**src/rtl/addsub_pkg.sv**
```systemverilog
// ---------------------------------------------------------------------------
// addsub_pkg
// Shared types and constants for the execute-stage adder arbiter.
//   op_e    : operation encoding carried on reqN_op
//   state_e : response FSM states (IDLE = nothing held, RESP = result held)
//   DATA_W  : datapath width of operands and result
// ---------------------------------------------------------------------------
package addsub_pkg;

  localparam int DATA_W = 16;

  typedef enum logic [1:0] {
    OP_ADD  = 2'b00,
    OP_SUB  = 2'b01,
    OP_PADD = 2'b10,
    OP_RED  = 2'b11
  } op_e;

  typedef enum logic {
    IDLE = 1'b0,
    RESP = 1'b1
  } state_e;

endpackage

```
**src/rtl/addsub_16bit.sv**
```systemverilog
// ---------------------------------------------------------------------------
// addsub_16bit
// Purely combinational saturating adder/subtractor.
//   padd : per-nibble signed add (or subtract when sub=1), each nibble
//          saturating to 0x7 / 0x8
//   red  : reduction - signed sum of all eight 4-bit nibbles of a and b,
//          sign-extended to 16 bits (range -64..56, never saturates)
//   sub  : subtract b from a (ADD/SUB and PADD modes)
//   a, b : 16-bit signed operands
//   s    : 16-bit result
// Mode priority is red, then padd, then plain ADD/SUB.
// ---------------------------------------------------------------------------
module addsub_16bit
  import addsub_pkg::*;
(
  input  logic              padd,
  input  logic              red,
  input  logic              sub,
  input  logic [DATA_W-1:0] a,
  input  logic [DATA_W-1:0] b,
  output logic [DATA_W-1:0] s
);

  // One signed nibble lane: 5-bit sum, clamp when the two top bits differ.
  function automatic logic [3:0] nib_sat(input logic [3:0] x,
                                         input logic [3:0] y,
                                         input logic       neg);
    logic [3:0] y_eff;
    logic [4:0] sum;
    y_eff = neg ? ~y : y;
    sum   = {x[3], x} + {y_eff[3], y_eff} + {4'd0, neg};
    if (sum[4] != sum[3]) begin
      nib_sat = sum[4] ? 4'h8 : 4'h7;
    end else begin
      nib_sat = sum[3:0];
    end
  endfunction

  logic [DATA_W-1:0] w_b_eff;
  logic [DATA_W:0]   w_wide;
  logic [DATA_W-1:0] w_full;
  logic [DATA_W-1:0] w_padd;
  logic [DATA_W-1:0] w_red;

  // Subtraction as a + ~b + 1 in 17 bits; overflow shows as bit16 != bit15.
  assign w_b_eff = sub ? ~b : b;
  assign w_wide  = {a[DATA_W-1], a} + {w_b_eff[DATA_W-1], w_b_eff}
                 + {{DATA_W{1'b0}}, sub};

  always_comb begin
    w_full = w_wide[DATA_W-1:0];
    if (w_wide[DATA_W] != w_wide[DATA_W-1]) begin
      w_full = w_wide[DATA_W] ? 16'h8000 : 16'h7FFF;
    end
  end

  always_comb begin
    w_padd = '0;
    for (int i = 0; i < 4; i++) begin
      w_padd[4*i +: 4] = nib_sat(a[4*i +: 4], b[4*i +: 4], sub);
    end
  end

  always_comb begin
    w_red = '0;
    for (int i = 0; i < 4; i++) begin
      w_red = w_red + {{12{a[4*i+3]}}, a[4*i +: 4]}
                    + {{12{b[4*i+3]}}, b[4*i +: 4]};
    end
  end

  always_comb begin
    s = w_full;
    if (red) begin
      s = w_red;
    end else if (padd) begin
      s = w_padd;
    end
  end

endmodule

```
**src/rtl/addsub_arbiter.sv**
```systemverilog
// ---------------------------------------------------------------------------
// addsub_arbiter
// Shares the single addsub_16bit between the execute ALU (requester 0) and
// the address/branch unit (requester 1). One result register feeds a
// valid/ready response channel tagged with the issuing requester.
//
// Parameters:
//   FIXED_PRIO : 0 = round-robin on contention, 1 = requester 0 always wins
// Ports:
//   clk, rst                 : clock, synchronous active-high reset
//   reqN_valid / reqN_ready  : request handshake, N = 0,1
//   reqN_op, reqN_a, reqN_b  : operation and operands
//   rsp_valid / rsp_ready    : response handshake
//   rsp_id, rsp_s            : issuing requester and 16-bit result
//
// Handshakes: a transfer happens on a channel in any cycle where valid and
// ready are both high on the rising clock edge. A requester keeps op/a/b
// stable while valid=1 and ready=0. reqN_ready never depends on rsp_s.
// rsp_valid is the FSM state itself (RESP), so it doubles as state debug.
// ---------------------------------------------------------------------------
module addsub_arbiter
  import addsub_pkg::*;
#(
  parameter int FIXED_PRIO = 0
) (
  input  logic              clk,
  input  logic              rst,
  input  logic              req0_valid,
  output logic              req0_ready,
  input  logic [1:0]        req0_op,
  input  logic [DATA_W-1:0] req0_a,
  input  logic [DATA_W-1:0] req0_b,
  input  logic              req1_valid,
  output logic              req1_ready,
  input  logic [1:0]        req1_op,
  input  logic [DATA_W-1:0] req1_a,
  input  logic [DATA_W-1:0] req1_b,
  output logic              rsp_valid,
  input  logic              rsp_ready,
  output logic              rsp_id,
  output logic [DATA_W-1:0] rsp_s
);

  state_e            r_state;
  logic              r_ptr;
  logic              r_rsp_id;
  logic [DATA_W-1:0] r_rsp_s;

  logic              w_any;
  logic              w_grant;
  logic              w_can_accept;
  logic              w_hs;
  logic [1:0]        w_op;
  logic [DATA_W-1:0] w_a;
  logic [DATA_W-1:0] w_b;
  logic              w_sub;
  logic              w_padd;
  logic              w_red;
  logic [DATA_W-1:0] w_s;

  assign w_any = req0_valid | req1_valid;

  // A lone requester wins outright (req1_valid alone -> 1, else 0); on
  // contention the pointer decides unless fixed priority is selected.
  always_comb begin
    w_grant = req1_valid;
    if (req0_valid && req1_valid) begin
      w_grant = (FIXED_PRIO != 0) ? 1'b0 : r_ptr;
    end
  end

  // Accept while empty, or while the held result leaves this same cycle.
  assign w_can_accept = (r_state == IDLE) | rsp_ready;
  assign req0_ready   = w_can_accept & req0_valid & ~w_grant;
  assign req1_ready   = w_can_accept & req1_valid &  w_grant;
  assign w_hs         = req0_ready | req1_ready;

  // Adder inputs are forced to zero when nobody is requesting.
  always_comb begin
    w_op = 2'b00;
    w_a  = '0;
    w_b  = '0;
    if (w_any) begin
      w_op = w_grant ? req1_op : req0_op;
      w_a  = w_grant ? req1_a  : req0_a;
      w_b  = w_grant ? req1_b  : req0_b;
    end
  end

  assign w_sub  = w_any & (w_op == OP_SUB);
  assign w_padd = w_any & (w_op == OP_PADD);
  assign w_red  = w_any & (w_op == OP_RED);

  addsub_16bit u_addsub (
    .padd (w_padd),
    .red  (w_red),
    .sub  (w_sub),
    .a    (w_a),
    .b    (w_b),
    .s    (w_s)
  );

  always_ff @(posedge clk) begin
    if (rst) begin
      r_state  <= IDLE;
      r_ptr    <= 1'b0;
      r_rsp_id <= 1'b0;
      r_rsp_s  <= '0;
    end else begin
      case (r_state)
        IDLE: begin
          if (w_hs) begin
            r_state  <= RESP;
            r_rsp_s  <= w_s;
            r_rsp_id <= w_grant;
            r_ptr    <= ~w_grant;
          end
        end
        RESP: begin
          if (w_hs) begin
            // Retire and reload in the same cycle: stay in RESP.
            r_rsp_s  <= w_s;
            r_rsp_id <= w_grant;
            r_ptr    <= ~w_grant;
          end else if (rsp_ready) begin
            r_state  <= IDLE;
          end
        end
        default: r_state <= IDLE;
      endcase
    end
  end

  assign rsp_valid = (r_state == RESP);
  assign rsp_id    = r_rsp_id;
  assign rsp_s     = r_rsp_s;

endmodule

```
**config.mk**
```make
export PLATFORM = sky130hd
export DESIGN_NAME = addsub_arbiter
export DESIGN_NICKNAME = d
export VERILOG_FILES = /design/src/rtl/addsub_pkg.sv /design/src/rtl/addsub_16bit.sv /design/src/rtl/addsub_arbiter.sv
export SDC_FILE = /design/constraint.sdc
export NUM_CORES = 1
export LEC_CHECK = 0
export BUFFER_PORTS_ARGS = -buffer_cell sky130_fd_sc_hd__buf_2
export CAP_MARGIN = 20
export CORE_AREA = 8 8 104 106
export DETAILED_ROUTE_END_ITERATION = 8
export DIE_AREA = 0 0 112 114
export PLACE_DENSITY = 0.71
export SYNTH_ARGS = -nofsm -noshare
export SYNTH_HDL_FRONTEND = slang
export SYNTH_SLANG_ARGS = --single-unit
```
**constraint.sdc**
```tcl
create_clock -name clk -period 8.6 [get_ports clk]
set_input_delay 0 -clock clk [delete_from_list [all_inputs] [get_ports clk]]
set_output_delay 0 -clock clk [all_outputs]
set_load 0.05 [all_outputs]
```
Yosys cells after proc, flatten, opt, wreduce, memory -nomap -nowiden
Cells that the tools add are included.
Cells by class
  mux-type cells: 31
  bitwise gates (word level): 17
  reductions and logical operators: 1
  $add $sub $neg: 17
  eq/ne operators: 8
Operators by type and width (count)
  $mux W16: 10
  $add A16 B16 Y16: 5
  $mux W4: 12
  $add A4 B4 Y5: 5
  $add A5 B1 Y5: 4
  $add A16 B16 Y17: 1
  $add A17 B1 Y17: 1
  $not A16 Y16: 1
  $not A4 Y4: 4
  $and A1 B1 Y1: 7
  $add A5 B4 Y6: 1
  $mux W1: 6
  $ne A1 B1 Y1: 5
  $eq A2 B2 Y1 const B: 2
  $mux W2: 2
  $or A1 B1 Y1: 3
  $eq A2 B1 Y1 const B: 1
  $not A1 Y1: 2
  $pmux W1 S2: 1
  $logic_and A1 B1 Y1: 1
Word-level totals
  logic and storage cells: 78
  register bits after elaboration: 19
  output and inout port bits: 20
  input port bits: 73

Depth between registers and ports, before layout
Gate-level depths: netlist of the first run.
  depth in word-level cells: 14
  mapped depth: 29

Hierarchy
From an unflattened synthesis of the first run, not the netlist that was laid out.
Unflattened totals
  cells, all modules: 584
  area total of the unflattened synthesis: 4461.8 µm²
Modules (own cells, without submodules)
  addsub_16bit: times used 1, cells an instance 378, area each 2992.9 µm²
  addsub_arbiter: times used 1, cells an instance 206, area each 1468.9 µm²

Worst setup path before layout of the first run
OpenSTA, ideal clock, no wires.
  path kind: input-to-reg
  from: input req1_valid
  to: register r_rsp_s[14] (netlist: rsp_s[14])
  setup slack: 2366 ps
  path buffers: 3
  cell stages on the path: 28
  required time: 8538 ps
  data arrival time: 6173 ps
  cells stage by stage: clkbuf_2 buf_2 inv_1 nor2_1 clkbuf_1 mux2i_1 or2_2 fa_1 inv_1 ha_1 a21o_1 a21oi_1 xnor2_1 fa_1 inv_1 fa_1 fa_1 inv_1 ha_1 nor2b_1 o21ai_0 a21boi_0 o21ai_0 a21oi_1 o21ai_0 o21ai_0 or4b_1 nand3_1
On the way
  cells in the longest elaborated chain, start to end: 14
  elaborated cells on any way between the ends: 44
  classes of those cells: add/sub: 11; eq/ne: 5; mux: 16; bitwise: 11; reduce/logical: 1
RTL lines
  start, declared: RTL line addsub_arbiter.sv:33  | input logic req1_valid,
  branches (longest 14 deep; another with $add A16 B16 Y16)
  end signal, assigned: RTL line addsub_arbiter.sv:114  | r_rsp_s <= w_s;
  end signal, assigned: RTL line addsub_arbiter.sv:122  | r_rsp_s <= w_s;
  end, declared: RTL line addsub_arbiter.sv:47  | logic [DATA_W-1:0] r_rsp_s;
Several ways; the timed one is not identified. The select of a mux whose other input is x is not followed.
A chain may end at the register's enable or synchronous reset.

Worst setup path after layout of the first run
  from: register r_ptr
  to: register r_rsp_s[14] (netlist: rsp_s[14])
On the way
  cells in the longest elaborated chain, start to end: 13
  elaborated cells on any way between the ends: 41
  classes of those cells: add/sub: 11; eq/ne: 5; mux: 16; bitwise: 9
RTL lines
  start, declared: RTL line addsub_arbiter.sv:45  | logic r_ptr;
  start signal, assigned: RTL line addsub_arbiter.sv:116  | r_ptr <= ~w_grant;
  start signal, assigned: RTL line addsub_arbiter.sv:124  | r_ptr <= ~w_grant;
  $mux W1 (*): RTL line addsub_arbiter.sv:67  | if (req0_valid && req1_valid) begin
  branches (longest 12 deep; another with $add A16 B16 Y16)
Every way passes the cells marked *. The select of a mux whose other input is x is not followed.

==> results of run 1 <==
-- cell usage in the layout (no fill, tap or decap), types with 14 or more instances in the layout --
master / count
fa_1: 31
a21oi_1: 57
nand3_1: 15
nand2_1: 66
inv_1: 63
nor2_1: 34
buf_2: 92
xnor2_1: 27
ha_1: 32
dfxtp_1: 19
nor2b_1: 14
o21ai_0: 34
-- worst min path at each step --
stage / to / from / slack (ps)
after floorplan: rsp_s[9] / rst / 180
final: rsp_id / rst / 160
after global routing: rsp_valid / rst / 200
after global placement: rsp_id / rst / 430
after CTS: rsp_id / rst / 170
after detailed placement: rsp_s[9] / rsp_s[9] / 450
-- sequential cells by signal, summed over array words and instances, names as in the netlist --
signal,count
rsp_s,16
rsp_valid,1
r_ptr,1
rsp_id,1
-- kinds of logic after synthesis --
group | count (synthesis) | synth area share
AOI/OAI and AO/OA | 183 | 0.291
xor gates and xnor gates | 35 | 0.0691
adders and majority gates | 66 | 0.237
buffers and inverters | 91 | 0.0841
DFF | 19 | 0.0858
muxes | 9 | 0.0203
and+or+nand+nor | 188 | 0.212
-- power by group through the flow --
stage	clock (uW)	sequential, uW	combinational [uW]
after floorplan	0	219	941
after global placement	0	129	1330
after detailed placement	0	130	1360
after CTS	69.0	128	1370
after global routing	72.5	131	1520
final	70.4	128	1380
-- per-stage QoR --
step | util | instance area [sq um] | total power [uW]
3_3_place_gp | 0.544 | 4960 | 1460
3_5_place_dp | 0.544 | 4960 | 1490
6_report | 0.549 | 5000 | 1580
5_1_grt | 0.549 | 5000 | 1730
2_1_floorplan | - | 4440 | 1160
4_1_cts | 0.549 | 5000 | 1570
-- worst max-delay path: stages, from the launching register on --
cell,delay [ps]
dfxtp_1,440
nand2b_1,470
nand2_1,400
buf_4,310
and3_1,180
a21oi_1,260
fa_1,470
inv_1,100
ha_1,270
a21oi_1,190
xnor2_1,180
fa_1,450
inv_1,80
fa_1,440
fa_1,530
inv_1,50
ha_1,310
nor2b_1,150
o21ai_0,190
a21boi_0,160
o21ai_0,250
a21oi_1,190
o21ai_0,320
o21ai_0,110
or4b_1,470
nand3_1,70
-- area by class of cell --
class	count	area (sq um)	share of cell area
multi-input combinational	481	3680	0.736
timing repair buffer	99	513	0.103
sequential	19	380	0.0760
inverter	64	240	0.0480
tap	111	139	0.0278
clock buffer	3	41.3	0.00825
clock inverter	1	5.00	0.00100
-- metal layers --
metal,global-route usage,part of all wire,up-vias
met5,0,0,-
met4,0.0782,0.034,0
met3,0.0217,0.064,30
met2,0.390,0.47,207
met1,0.279,0.43,2184
li1,-,-,2222
==> results.sh, run 1 <==
export IMPL_yosysMostFrequentCell="nand2_1"
export IMPL_setup_worst_path_start="r_ptr"
export IMPL_grt_first_pass_wirelength_microns=22900
export IMPL_final_setup_tns_ps=0
export IMPL_crit_required_ps=8820
export IMPL_grt_pass1_vias=4540
export IMPL_drcViolationCount=0
export IMPL_critPathLaunchType="flop"
export IMPL_wirelength_microns=14600
export IMPL_r2r_cells=25
export IMPL_start_util=0.487
export IMPL_wl_per_cell_microns=18.7
export IMPL_ys_ff_latch=19
export IMPL_place_ws_ps=1620
export IMPL_clk_latency_ps=270
export IMPL_die_x_microns=112
export IMPL_die_height_microns=114
export IMPL_crit_fanout=14
export IMPL_hold_viol_final=0
export IMPL_antenna_left=0
export IMPL_cts_tree="done"
export IMPL_clock_sinks=19
export IMPL_setup_viol=0
export IMPL_grt_start_max_net_pins=24
export IMPL_netlist_instances=591
export IMPL_track_usage=0.223
export IMPL_synth_area_leader_cell="fa_1"
export IMPL_vias_per_cell=5.97
export IMPL_n_antenna_cell=0
export IMPL_yosysSeqAreaShare=0.0858
export IMPL_net_switching_power_uw=900
export IMPL_synth_top_cells_by_count="nand2_1 (66), inv_1 (63), a21oi_1 (57), nor2_1 (35), o21ai_0 (34)"
export IMPL_swShare=0.569
export IMPL_drive_above_1_share=0.208
export IMPL_whs_path_depth=2
export IMPL_cts_setup_buffers=0
export IMPL_hold_path_class="in -> reg"
export IMPL_area_delta_synth_final_pct=12.8
export IMPL_synth_area_top_cells="fa_1 (14%), ha_1 (9.0%), dfxtp_1 (8.6%), a21oi_1 (6.4%), nand2_1 (5.6%)"
export IMPL_post_dp_hpwl_microns=12200
export IMPL_fmax_ghz=0.141
export IMPL_n_fill_cell=866
export IMPL_layout_min_cycle_time_ps=7100
export IMPL_gp_congestion=0.932
export IMPL_endpoint_kind="flop"
export IMPL_core_area_sq_mm=0.00911
export IMPL_holdWs_ps=165
export IMPL_antenna_found_initial=0
export IMPL_syn_avg_cell_area_sq_um=7.51
export IMPL_htreeDepth=1
export IMPL_powerDensity_mw_per_mm2=316
export IMPL_worst_pin_slew_ps=713
export IMPL_cts_buffer_depth=2
export IMPL_synth_ff_type="dfxtp_1"
export IMPL_outcome="completed"
export IMPL_path_class="reg -> reg"
export IMPL_cts_root_buffer="clkbuf_8"
export IMPL_min_period_over_period=0.826
export IMPL_cp_endpoint="rsp_s[14]"
export IMPL_critPathArrivalTime_ps=7320
export IMPL_internal_power_uw=680
export IMPL_p_clk_frac=0.045
export IMPL_synth_top_cell_area_share=0.140
export IMPL_grt_setup_unrepaired="false"
export IMPL_final_cells=778
export IMPL_cts_hold_buf=0
export IMPL_rows=35
export IMPL_nets=804
export IMPL_power_leakage_uw=0.00241
export IMPL_relSlewSlack=0.525
export IMPL_yosys_warnings=0
export IMPL_slew_violations=0
export IMPL_synth_cell_types=75
export IMPL_syn_nets=727
export IMPL_r2r_end="rsp_s[14]"
export IMPL_combPwrFrac=0.875
export IMPL_first_pass_iters=5
export IMPL_setup_slack_ps=1500
export IMPL_portBuffers=92
export IMPL_p_seq_frac=0.081
export IMPL_cts_resized_gates=0
export IMPL_first_iter_violations=428
export IMPL_async_flop_share=0
export IMPL_vdd_drop_max_mv=0.446
export IMPL_cts_buffers=3
export IMPL_skew_ps=5.93
export IMPL_vias=4643
export IMPL_ios=93
export IMPL_grt_remaining_overflow=0
export IMPL_syn_cell_area_sq_mm=0.00444
export IMPL_drv_cap=0
export IMPL_cts_clk_slew_worst_paths_ps=90
export IMPL_r2r_setup_slack_ps=1500
export IMPL_r2r_start="r_ptr"
export IMPL_dp_cells=774
export IMPL_fp_dieArea_sq_mm=0.0128
export IMPL_synth_edf_count=0
Power figures use the tool's default switching activity.
==> run 2, diff against run 1 <==
==> constraint.sdc (replaced) <==
create_clock -name clk -period 7.46 [get_ports clk]
set_input_delay 0 -clock clk [delete_from_list [all_inputs] [get_ports clk]]
set_output_delay 0 -clock clk [all_outputs]
set_load 0.05 [all_outputs]
==> run 2 against run 1 <==
Critical path depth up 1; routed wire length up 0.26%; largest cell class unchanged; clock-buffer cell count unchanged; total power up 15%; highest routed layer unchanged; sequential power up 16%; core utilization up 0.069 points.
==> results.sh, run 2 (same netlist as run 1, synthesis figures left out) <==
export IMPL_core_area_sq_mm=0.00911
export IMPL_hold_viol_final=0
export IMPL_drcViolationCount=0
export IMPL_final_cell_mix="buf_2 (92), nand2_1 (65), inv_1 (63)"
export IMPL_cts_resized_gates=0
export IMPL_grt_first_pass_wirelength_microns=23400
export IMPL_cts_clk_slew_worst_paths_ps=90
export IMPL_grt_remaining_overflow=0
export IMPL_powerDensity_mw_per_mm2=364
export IMPL_dp_cells=774
export IMPL_hold_path_class="in -> reg"
export IMPL_outcome="completed"
export IMPL_nets=804
export IMPL_path_class="reg -> reg"
export IMPL_cts_buffer_depth=2
export IMPL_vdd_drop_max_mv=0.448
export IMPL_area_delta_synth_final_pct=12.9
export IMPL_gp_congestion=0.924
export IMPL_die_x_microns=112
export IMPL_fp_dieArea_sq_mm=0.0128
export IMPL_critPathArrivalTime_ps=6970
export IMPL_die_height_microns=114
export IMPL_layout_min_cycle_time_ps=6760
export IMPL_wl_per_cell_microns=18.8
export IMPL_largest_register_ffs=16
export IMPL_crit_required_ps=7670
export IMPL_power_leakage_uw=0.00241
export IMPL_critPathLaunchType="flop"
export IMPL_mostFrequentLayoutCell="buf_2"
export IMPL_fin_total_pwr_uw=1820
export IMPL_fmax_ghz=0.148
export IMPL_wirelength_microns=14600
export IMPL_antenna_left=0
export IMPL_first_pass_iters=5
export IMPL_antenna_found_initial=0
export IMPL_htreeDepth=1
export IMPL_portBuffers=92
export IMPL_cts_setup_buffers=0
export IMPL_vias=4646
export IMPL_drv_cap=0
export IMPL_skew_ps=7.92
export IMPL_crit_fanout=25
export IMPL_setup_viol=0
export IMPL_vias_per_cell=5.97
export IMPL_clk_latency_ps=270
export IMPL_min_period_over_period=0.906
export IMPL_clock_sinks=19
export IMPL_post_dp_hpwl_microns=12300
export IMPL_cts_root_buffer="clkbuf_8"
export IMPL_grt_pass1_vias=4669
export IMPL_grt_setup_unrepaired="false"
export IMPL_cts_buffers=3
export IMPL_drive_above_1_share=0.210
export IMPL_slew_violations=0
export IMPL_cts_hold_buf=0
export IMPL_final_cells=778
export IMPL_n_antenna_cell=0
export IMPL_ios=93
export IMPL_cts_tree="done"
export IMPL_endpoint_kind="flop"
export IMPL_track_usage=0.226
export IMPL_relSlewSlack=0.483
export IMPL_rows=35
export IMPL_worst_pin_slew_ps=776
export IMPL_start_util=0.487
export IMPL_first_iter_violations=260
export IMPL_grt_start_max_net_pins=26
export IMPL_final_setup_tns_ps=0
## run 2: cell count changes in the layout (fill, tap and decap cells not counted)
cell,previous run,this run
nand2_1,66,65
buf_4,7,6
nand2_2,0,1
buf_6,0,1
## run 2: per-layer routing
metal	part of all wire	global-route usage
met5	0	0
met4	0.032	0.0746
met3	0.061	0.0280
met2	0.47	0.395
met1	0.43	0.281
## run 2: final cells by class
| cell class | instances | area, sq um |
|---|---|---|
| fillers | 906 | 4100 |
| multi-input cells | 481 | 3690 |
| repair buffers | 99 | 517 |
| flip-flops and latches | 19 | 380 |
| inverters | 64 | 240 |
| well taps | 111 | 139 |
| clock buffers | 3 | 41.3 |
| clock inverters | 1 | 5.00 |
## run 2: stage by stage
stage                     area [sq um]   util  hold WS [ps]  setup WS (ps)
after detailed placement          4960  0.545           456            523
after floorplan                   4440      -           182           1230
after global placement            4950  0.543           434            804
after global routing              5010  0.550           203            119
final                             5010  0.550           178            699
after CTS                         5010  0.550           170            490
## run 2: power by group
part / internal (uW) / switching [uW]
Combinational: 615 / 979
Clock: 37.4 / 43.9
Sequential: 132 / 15.7
## run 2: path summary, 6_finish.rpt
kind              slack (ps)         to       start  depth (start not counted)
setup / recovery         700  rsp_s[14]       r_ptr                         26
hold reg to reg          470   rsp_s[9]    rsp_s[9]                          2
hold / removal           180      r_ptr  req0_valid                          3
setup reg to reg         700  rsp_s[14]       r_ptr                         26
## run 2: worst max-delay path, cell delays in order, from the launching register on
cell,delay (ps)
dfxtp_1,440
nand2b_1,130
buf_4,190
nand2_2,280
and3_1,300
a21oi_1,240
fa_1,460
inv_1,110
ha_1,240
a21o_1,160
a21oi_1,190
xnor2_1,170
fa_1,450
inv_1,90
fa_1,440
fa_1,520
inv_1,40
ha_1,310
nor2b_1,150
o21ai_0,220
a21boi_0,160
o21ai_0,240
a21oi_1,180
o21ai_0,300
o21ai_0,120
or4b_1,470
nand3_1,90
==> run 3, diff against run 2 <==
--- a/config.mk
+++ b/config.mk
@@ -7,10 +7,10 @@
 export LEC_CHECK = 0
 export BUFFER_PORTS_ARGS = -buffer_cell sky130_fd_sc_hd__buf_2
 export CAP_MARGIN = 20
-export CORE_AREA = 8 8 104 106
+export CORE_AREA = 8 8 98 100
 export DETAILED_ROUTE_END_ITERATION = 8
-export DIE_AREA = 0 0 112 114
-export PLACE_DENSITY = 0.71
+export DIE_AREA = 0 0 106 108
+export PLACE_DENSITY = 0.8
 export SYNTH_ARGS = -nofsm -noshare
 export SYNTH_HDL_FRONTEND = slang
 export SYNTH_SLANG_ARGS = --single-unit
==> run 3 against run 2 <==
Global-route usage up 1.8 points; sequential share of layout area barely moved; sequential power is essentially flat; die area fell by 10%; routed wire length is 4.4% lower; worst setup slack lost 190 ps; register-to-register slack lost 190 ps; final cell count shrank 0.77%; critical path type unchanged; largest cell class unchanged.
==> results.sh, run 3 (same netlist as run 1, synthesis figures left out) <==
export IMPL_cts_tree="done"
export IMPL_grt_pass1_vias=4574
export IMPL_core_area_sq_mm=0.00805
export IMPL_n_fill_cell=726
export IMPL_start_util=0.551
export IMPL_drive_above_1_share=0.210
export IMPL_grt_use_met2=0.420
export IMPL_holdWs_ps=129
export IMPL_met1_usage=0.315
export IMPL_vias=4589
export IMPL_hold_viol_final=0
export IMPL_use_met3=0.0286
export IMPL_path_class="reg -> reg"
export IMPL_cts_setup_buffers=0
export IMPL_post_dp_hpwl_microns=11800
export IMPL_cp_slowest_cell="fa_1"
export IMPL_vdd_drop_max_mv=0.222
export IMPL_cts_clk_slew_worst_paths_ps=90
export IMPL_endpoint_kind="flop"
export IMPL_clock_sinks=19
export IMPL_antenna_left=0
export IMPL_busiest_layer="met2"
export IMPL_grt_setup_unrepaired="false"
export IMPL_wl_per_cell_microns=18.1
export IMPL_worst_pin_slew_ps=725
export IMPL_die_x_microns=106
export IMPL_wirelength_microns=14000
export IMPL_portBuffers=92
export IMPL_fp_dieArea_sq_mm=0.0114
export IMPL_cts_root_buffer="clkbuf_8"
export IMPL_layout_min_cycle_time_ps=6950
export IMPL_max_stage_delay_ps=540
export IMPL_crit_required_ps=7660
export IMPL_gp_congestion=0.930
export IMPL_n_antenna_cell=0
export IMPL_relSlewSlack=0.515
export IMPL_powerDensity_mw_per_mm2=368
export IMPL_crit_fanout=14
export IMPL_first_pass_iters=5
export IMPL_nets=804
export IMPL_rows=33
export IMPL_die_height_microns=108
export IMPL_final_setup_tns_ps=0
export IMPL_power_leakage_uw=0.00241
export IMPL_critPathArrivalTime_ps=7150
export IMPL_fmax_ghz=0.144
export IMPL_setup_viol=0
export IMPL_ios=93
export IMPL_first_iter_violations=272
export IMPL_critPathLaunchType="flop"
export IMPL_slew_violations=0
export IMPL_track_usage=0.243
export IMPL_grt_start_max_net_pins=24
export IMPL_cts_buffer_depth=2
export IMPL_dpl_cell_area_sq_mm=0.00494
export IMPL_clk_latency_ps=270
export IMPL_area_delta_synth_final_pct=12.7
export IMPL_skew_ps=12.2
export IMPL_drv_cap=0
export IMPL_outcome="completed"
export IMPL_antenna_found_initial=0
export IMPL_final_cells=772
export IMPL_mostFrequentLayoutCell="buf_2"
export IMPL_largest_register_ffs=16
export IMPL_drcViolationCount=0
export IMPL_grt_remaining_overflow=0
export IMPL_cts_buffers=3
export IMPL_grt_first_pass_wirelength_microns=22800
export IMPL_vias_per_cell=5.94
export IMPL_hold_path_class="in -> reg"
export IMPL_final_cell_mix="buf_2 (92), nand2_1 (66), inv_1 (63)"
export IMPL_min_period_over_period=0.932
export IMPL_final_cell_area_sq_mm=0.00500
export IMPL_dp_cells=767
export IMPL_htreeDepth=1
==> run 3: cell counts in the layout (fill, tap and decap cells not counted) <==
Identical to the previous run, type by type.
==> run 3: final timing paths <==
| kind | from | endpoint | slack (ps) | cells past startpoint |
|---|---|---|---|---|
| setup / recovery | r_ptr | rsp_s[14] | 510 | 26 |
| hold / removal | rsp_ready | rsp_valid | 130 | 3 |
| setup reg to reg | r_ptr | rsp_s[14] | 510 | 26 |
| hold reg to reg | rsp_s[9] | rsp_s[9] | 480 | 2 |
==> run 3: cell type report <==
| cell class | instances | area, sq um | area share |
|---|---|---|---|
| Inverter | 64 | 240 | 0.0481 |
| Timing Repair Buffer | 99 | 513 | 0.103 |
| Clock inverter | 1 | 5.00 | 0.00100 |
| Sequential cell | 19 | 380 | 0.0761 |
| Clock buffer | 3 | 41.3 | 0.00826 |
| Multi-Input combinational cell | 481 | 3690 | 0.738 |
| Tap cell | 105 | 131 | 0.0263 |
==> run 3: power by group <==
| part | switching, uW | total [uW] | internal [uW] |
|---|---|---|---|
| combinational | 985 | 1610 | 628 |
| clock | 39.5 | 76.8 | 37.3 |
| sequential | 15.1 | 147 | 132 |
| total | 1040 | 1840 | 798 |
==> run 3: through the flow <==
step                utilization  worst slack (ps)  total power [uW]
detailed placement        0.614               513              1720
CTS                       0.620               463              1800
global route              0.621               116              2030
finish                    0.621               506              1840
floorplan                     -              1230              1340
global placement          0.614               858              1680
==> run 3: layer usage <==
layer / up-vias / part of all wire
li1: 2233 / -
met1: 2144 / 0.44
met2: 194 / 0.48
met3: 18 / 0.069
met4: 0 / 0.018
met5: - / 0
==> run 3: critical path, delay by kind of cell (launching register included) <==
kind | cells | cell delay [ps]
XOR/XNOR | 1 | 160
adder cells (fa/ha/maj) | 6 | 2530
AO/OA/AOI/OAI | 8 | 1610
AND/OR/NAND/NOR | 7 | 1740
buffers and inverters | 4 | 440
flip-flops | 1 | 370
==> run 3: timing repair <==
item                       in CTS  in global routing
resized for setup               0                  1
hold buffers                    0                  0
setup endpoints to repair       0                  1
